==> src/rtl/bp_be_pkg.sv <==
// Back-end shared types for the D$ request arbiter slice.
// Provides the processor-config selector, the arbiter FSM state enum, and
// helper functions that map a config onto cache-service request widths.
package bp_be_pkg;

   typedef enum logic [1:0] {
      e_bp_default_cfg,
      e_bp_inv_cfg
   } bp_params_e;

   typedef enum logic [1:0] {
      e_idle,
      e_meta,
      e_wait
   } bp_be_cache_req_arb_state_e;

   // Width of one D$ request packet for a given config.
   function automatic int unsigned dcache_req_width_f(bp_params_e cfg);
      int unsigned w;
      w = 32;
      if (cfg == e_bp_inv_cfg) w = 16;
      return w;
   endfunction

   // Width of one D$ request metadata packet for a given config.
   function automatic int unsigned dcache_req_metadata_width_f(bp_params_e cfg);
      int unsigned w;
      w = 8;
      if (cfg == e_bp_inv_cfg) w = 4;
      return w;
   endfunction

endpackage

==> src/rtl/bsg_arb_round_robin.sv <==
// Round-robin arbiter.
//   clk_i, reset_i : clock, synchronous active-high reset
//   reqs_i         : request vector
//   grants_o       : one-hot grant (zero when no request)
//   v_o            : any request present
//   tag_o          : index of the granted requester
//   yumi_i         : grant consumed; advance the pointer past the winner
module bsg_arb_round_robin #(
   parameter int unsigned width_p = 2
) (
   input  logic                       clk_i,
   input  logic                       reset_i,
   input  logic [width_p-1:0]         reqs_i,
   output logic [width_p-1:0]         grants_o,
   output logic                       v_o,
   output logic [$clog2(width_p)-1:0] tag_o,
   input  logic                       yumi_i
);

   localparam int unsigned id_width_lp = $clog2(width_p);

   // Index at which the next search begins.
   logic [id_width_lp-1:0] ptr_q, ptr_d;

   always_comb begin
      int unsigned            idx;
      logic [id_width_lp-1:0] idx_w;
      idx   = 0;
      idx_w = '0;
      tag_o = '0;
      v_o   = 1'b0;
      for (int unsigned i = 0; i < width_p; i++) begin
         idx   = (32'(ptr_q) + i) % width_p;
         idx_w = id_width_lp'(idx);
         if (!v_o && reqs_i[idx_w]) begin
            v_o   = 1'b1;
            tag_o = idx_w;
         end
      end
   end

   assign grants_o = v_o ? (width_p'(1) << tag_o) : '0;

   assign ptr_d = (tag_o == id_width_lp'(width_p - 1)) ? '0 : tag_o + 1'b1;

   always_ff @(posedge clk_i) begin
      if (reset_i) begin
         ptr_q <= '0;
      end else if (yumi_i) begin
         ptr_q <= ptr_d;
      end
   end

endmodule

==> src/rtl/bp_be_cache_req_arbiter.sv <==
// Shares one D$-LCE request port among num_req_p requesters.
// One transaction is outstanding at a time: request handshake (e_idle),
// metadata forward from the owner (e_meta), then wait for LCE completion.
//   clk_i, reset_i                   : clock, synchronous active-high reset
//   req_i / req_v_i / req_ready_o    : per-requester request (flattened packets)
//   req_metadata_i / req_metadata_v_i: per-requester metadata (flattened)
//   req_complete_o                   : one-cycle completion pulse to owner
//   cache_req_*                      : shared request/metadata port to the LCE
//   cache_req_complete_i             : LCE completion of the outstanding request
//   busy_o                           : a transaction is in flight
//   grant_id_o                       : current or last owner
module bp_be_cache_req_arbiter
   import bp_be_pkg::*;
#(
   parameter bp_params_e  bp_params_p = e_bp_inv_cfg,
   parameter int unsigned num_req_p   = 2,
   localparam int unsigned dcache_req_width_lp          = dcache_req_width_f(bp_params_p),
   localparam int unsigned dcache_req_metadata_width_lp = dcache_req_metadata_width_f(bp_params_p),
   localparam int unsigned id_width_lp                  = $clog2(num_req_p)
) (
   input  logic                                              clk_i,
   input  logic                                              reset_i,

   input  logic [num_req_p*dcache_req_width_lp-1:0]          req_i,
   input  logic [num_req_p-1:0]                              req_v_i,
   output logic [num_req_p-1:0]                              req_ready_o,
   input  logic [num_req_p*dcache_req_metadata_width_lp-1:0] req_metadata_i,
   input  logic [num_req_p-1:0]                              req_metadata_v_i,
   output logic [num_req_p-1:0]                              req_complete_o,

   output logic [dcache_req_width_lp-1:0]                    cache_req_o,
   output logic                                              cache_req_v_o,
   input  logic                                              cache_req_ready_i,
   output logic [dcache_req_metadata_width_lp-1:0]           cache_req_metadata_o,
   output logic                                              cache_req_metadata_v_o,
   input  logic                                              cache_req_complete_i,

   output logic                                              busy_o,
   output logic [id_width_lp-1:0]                            grant_id_o
);

   bp_be_cache_req_arb_state_e state_q, state_d;
   logic [id_width_lp-1:0]     grant_id_q, grant_id_d;

   logic [num_req_p-1:0]   rr_grants;
   logic                   rr_v;
   logic [id_width_lp-1:0] rr_tag;
   logic                   handshake;
   logic                   owner_meta_v;

   assign handshake = (state_q == e_idle) & rr_v & cache_req_ready_i & ~reset_i;

   bsg_arb_round_robin #(
      .width_p (num_req_p)
   ) u_rr (
      .clk_i    (clk_i),
      .reset_i  (reset_i),
      .reqs_i   (req_v_i),
      .grants_o (rr_grants),
      .v_o      (rr_v),
      .tag_o    (rr_tag),
      .yumi_i   (handshake)
   );

   // Owner-indexed metadata valid; non-owner valids never reach the port.
   assign owner_meta_v = req_metadata_v_i[grant_id_q];

   always_ff @(posedge clk_i) begin
      if (reset_i) begin
         state_q    <= e_idle;
         grant_id_q <= '0;
      end else begin
         state_q    <= state_d;
         grant_id_q <= grant_id_d;
      end
   end

   always_comb begin
      state_d    = state_q;
      grant_id_d = grant_id_q;
      unique case (state_q)
         e_idle: begin
            if (handshake) begin
               state_d    = e_meta;
               grant_id_d = rr_tag;
            end
         end
         e_meta: begin
            // Completion wins over metadata: both together end the transaction.
            if (cache_req_complete_i) state_d = e_idle;
            else if (owner_meta_v)    state_d = e_wait;
         end
         e_wait: begin
            if (cache_req_complete_i) state_d = e_idle;
         end
         default: state_d = e_idle;
      endcase
   end

   always_comb begin
      cache_req_o            = '0;
      cache_req_metadata_o   = '0;
      cache_req_v_o          = 1'b0;
      cache_req_metadata_v_o = 1'b0;
      req_ready_o            = '0;
      req_complete_o         = '0;

      for (int unsigned i = 0; i < num_req_p; i++) begin
         if (rr_tag == id_width_lp'(i)) begin
            cache_req_o = req_i[i*dcache_req_width_lp +: dcache_req_width_lp];
         end
         if (grant_id_q == id_width_lp'(i)) begin
            cache_req_metadata_o =
               req_metadata_i[i*dcache_req_metadata_width_lp +: dcache_req_metadata_width_lp];
         end
      end

      // Handshake-type outputs stay low for the whole reset, which also
      // suppresses the completion of an abandoned transaction.
      if (!reset_i) begin
         unique case (state_q)
            e_idle: begin
               cache_req_v_o = rr_v;
               req_ready_o   = rr_grants & {num_req_p{cache_req_ready_i}};
            end
            e_meta: begin
               cache_req_metadata_v_o = owner_meta_v;
               if (cache_req_complete_i) req_complete_o[grant_id_q] = 1'b1;
            end
            e_wait: begin
               if (cache_req_complete_i) req_complete_o[grant_id_q] = 1'b1;
            end
            default: ;
         endcase
      end
   end

   assign busy_o     = (state_q != e_idle);
   assign grant_id_o = grant_id_q;

endmodule

==> config.mk <==
export PLATFORM = sky130hd
export DESIGN_NAME = bp_be_cache_req_arbiter
export DESIGN_NICKNAME = d
export VERILOG_FILES = /design/src/rtl/bp_be_pkg.sv /design/src/rtl/bsg_arb_round_robin.sv /design/src/rtl/bp_be_cache_req_arbiter.sv
export SDC_FILE = /design/constraint.sdc
export NUM_CORES = 1
export LEC_CHECK = 0
export CAP_MARGIN = 30
export CORE_AREA = 2 2 39 41
export CTS_CLUSTER_DIAMETER = 30
export DETAILED_ROUTE_END_ITERATION = 12
export DIE_AREA = 0 0 41 43
export DONT_BUFFER_PORTS = 1
export GPL_TIMING_DRIVEN = 0
export PLACE_DENSITY = 0.61
export SYNTH_ARGS = -nofsm -noshare
export SYNTH_HDL_FRONTEND = slang
export SYNTH_SLANG_ARGS = --single-unit
==> constraint.sdc <==
create_clock -name clk_i -period 1.7 [get_ports clk_i]
set_clock_uncertainty 0.1 [all_clocks]
set_input_delay 0.255 -clock clk_i [delete_from_list [all_inputs] [get_ports clk_i]]
set_output_delay 0.255 -clock clk_i [all_outputs]
set_load 0.02 [all_outputs]
==> results.json <==
{
  "synth_xor_xnor_area_share_pct": 0,
  "num_rows": 14,
  "synth_nets": 117,
  "cts_buffer_depth": 2,
  "finalNetCount": 124,
  "power.total_mw": 0.565,
  "maxCapViolCount": 0,
  "core_area_mm2": 0.00138,
  "hold_class": "input port to flop",
  "gp_congestion": 0.695,
  "cts_hold_repair.buffers": 0,
  "grt_usage_pct": 18.5,
  "dp_hpwl_mm": 1.22,
  "drv_slew": 0,
  "grt_setup_unrepaired": "true",
  "ys_ff_latch": 4,
  "die_w_um": 41,
  "antenna_found_initial": 0,
  "io_pins": 76,
  "wl_per_cell_um": 17.8,
  "synth_cells": 65,
  "period_minus_slack_ns": 1.68,
  "holdWs_ns": 0.118,
  "syn_area_um2": 598,
  "drt-vias-per-instance": 6.28,
  "p_leak_nw": 0.283,
  "setup_viol": 0,
  "critical_path.top_delay_family": "multiplexers",
  "netlist.area_leader.share_pct": 37.7,
  "worstPathRequired_ns": 1.34,
  "dr.pass1.iters": 3,
  "grt_overflow": 0,
  "criticalPathCategory": "flop to output pin",
  "clock-root-buffer": "clkbuf_4",
  "dr.first_iter.drc_count": 5,
  "dominantRegCellSynth": "dfxtp_1",
  "tightest_slew_ns": 0.684,
  "slew-limit-headroom_pct": 54.4,
  "ys_types": 27,
  "ant_nets": 0,
  "cp_max_fo": 10,
  "grt_pass1_vias": 521,
  "synth_most_common_cell": "mux2_2",
  "path_cells": "o21ai_4, buf_6, mux2_2",
  "synth_top_family_by_area": "multiplexers",
  "synth_edf_count": 0,
  "synth_warnings": 0,
  "synth_compound_area_share_pct": 14.6,
  "end_kind": "output pin",
  "yosys-mux-area-fraction_pct": 39.3,
  "synth.area.top_cells": "mux2_2 38%, dfxtp_1 13%, ha_1 8.4%",
  "ys_async_sr_fraction_pct": 0,
  "cp-start-kind": "flop",
  "seq_area_frac_synth_pct": 13.4,
  "grt_max_degree": 11,
  "area_growth_pct": 23.4,
  "grt_pass1_wl_mm": 2.22,
  "slowest_delay_ns": 0.40,
  "period_share_pct": 99.0,
  "drc_errors": 0,
  "cpMaxStageDelayCell": "mux2_2",
  "synth_top_area_cell": "mux2_2",
  "cts_tree": "yes",
  "postSynthAreaPerCell_um2": 9.20,
  "io_buffers": 0,
  "outcome": "finished clean",
  "clk_latency_ns": 0.24,
  "post_route_cells_drive_above_1_share_pct": 57.1,
  "die-area_mm2": 0.00176,
  "cts_made_buffers": 3,
  "p_per_area_mw_per_mm2": 766,
  "start_util_pct": 43.2,
  "clk_pin_slew_ns": 0.04,
  "clkSinkCount": 4,
  "via_count": 540,
  "cts.htree.levels": 1,
  "yosys.area_share.simple_pct": 16.7,
  "synthAdderAreaFrac_pct": 8.37,
  "fin_util_pct": 53.3,
  "max_clock_freq_ghz": 0.594,
  "cp.buffers_inverters": 1,
  "final_hold_viol_count": 0,
  "synthTopCellsByCount": "20 x mux2_2, 5 x inv_1",
  "antenna_cells": 0,
  "cp.arrival_ns": 1.33,
  "wl_mm": 1.53,
  "ir_drop_v": 0.000390,
  "fp.dieH_um": 43
}
## state kept, by name, summed over array words and instances, names as in the netlist
register    flops
state_q         2
grant_id_o      1
u_rr.ptr_q      1
## per-layer routing
metal | GRT usage [%] | vias to the layer above | share of wire, %
met1 | 19.5 | 244 | 33
met4 | 6.00 | 0 | 0.78
li1 | - | 255 | -
met5 | 0 | - | 0
met2 | 31.3 | 39 | 54
met3 | 7.85 | 2 | 12
## power by group
group / internal (mW) / switching (mW)
sequential: 0.107 / 0.0159
clock: 0.0791 / 0.0410
combinational: 0.129 / 0.193
## cell type report
class	instances	area (um2)
Multi-Input combinational cell	53	549
Timing Repair Buffer	2	18.8
Inverter	5	18.8
Tap cell	16	20.0
Fill cell	126	646
Clock buffer	3	22.5
Sequential cell	4	82.6
Buffer	3	26.3
## layout by cell type (no fill, tap or decap), types with 2 or more instances in the layout
master     n
o31ai_1    2
clkbuf_4   3
ha_1       3
buf_6      3
nor2_1     4
a21oi_1    4
dfxtp_1    2
mux2_4     2
dfxtp_2    2
inv_2      3
inv_1      2
mux2_2    18
## cells by family (layout without fill, tap and decap cells)
| family | Yosys count | in the layout |
|---|---|---|
| buffers and inverters | 8 | 13 |
| DFF | 4 | 4 |
| muxes | 21 | 21 |
| AOI/OAI and AO/OA | 12 | 12 |
| adders and majority gates | 4 | 4 |
| and+or+nand+nor | 16 | 16 |
## timing repair
item	4_1_cts	5_1_grt
resized for setup	13	5
endpoints found under the setup margin	12	15
setup buffers	2	0
pin swaps	4	1
## stage by stage
stage	std cells	area [um2]	setup slack, ns	TNS [ns]
after floorplan	65	604	0.0505	0
after global placement	81	624	-0.106	-0.273
after detailed placement	81	624	-0.156	-0.349
after CTS	86	718	-0.0159	-0.117
after global routing	86	738	-0.0307	-0.212
final	86	738	0.0166	0
## path summary, 6_finish.rpt
path	end	startpoint	slack [ns]	depth (start not counted)
worst min-delay path	state_q[1]	cache_req_complete_i	0.12	2
worst max register to register	state_q[0]	state_q[1]	0.24	5
worst max-delay path	cache_req_o[8]	u_rr.ptr_q	0.02	3
worst min register to register	state_q[1]	state_q[1]	0.42	2
Note: power is estimated with default switching activity, not from simulation.
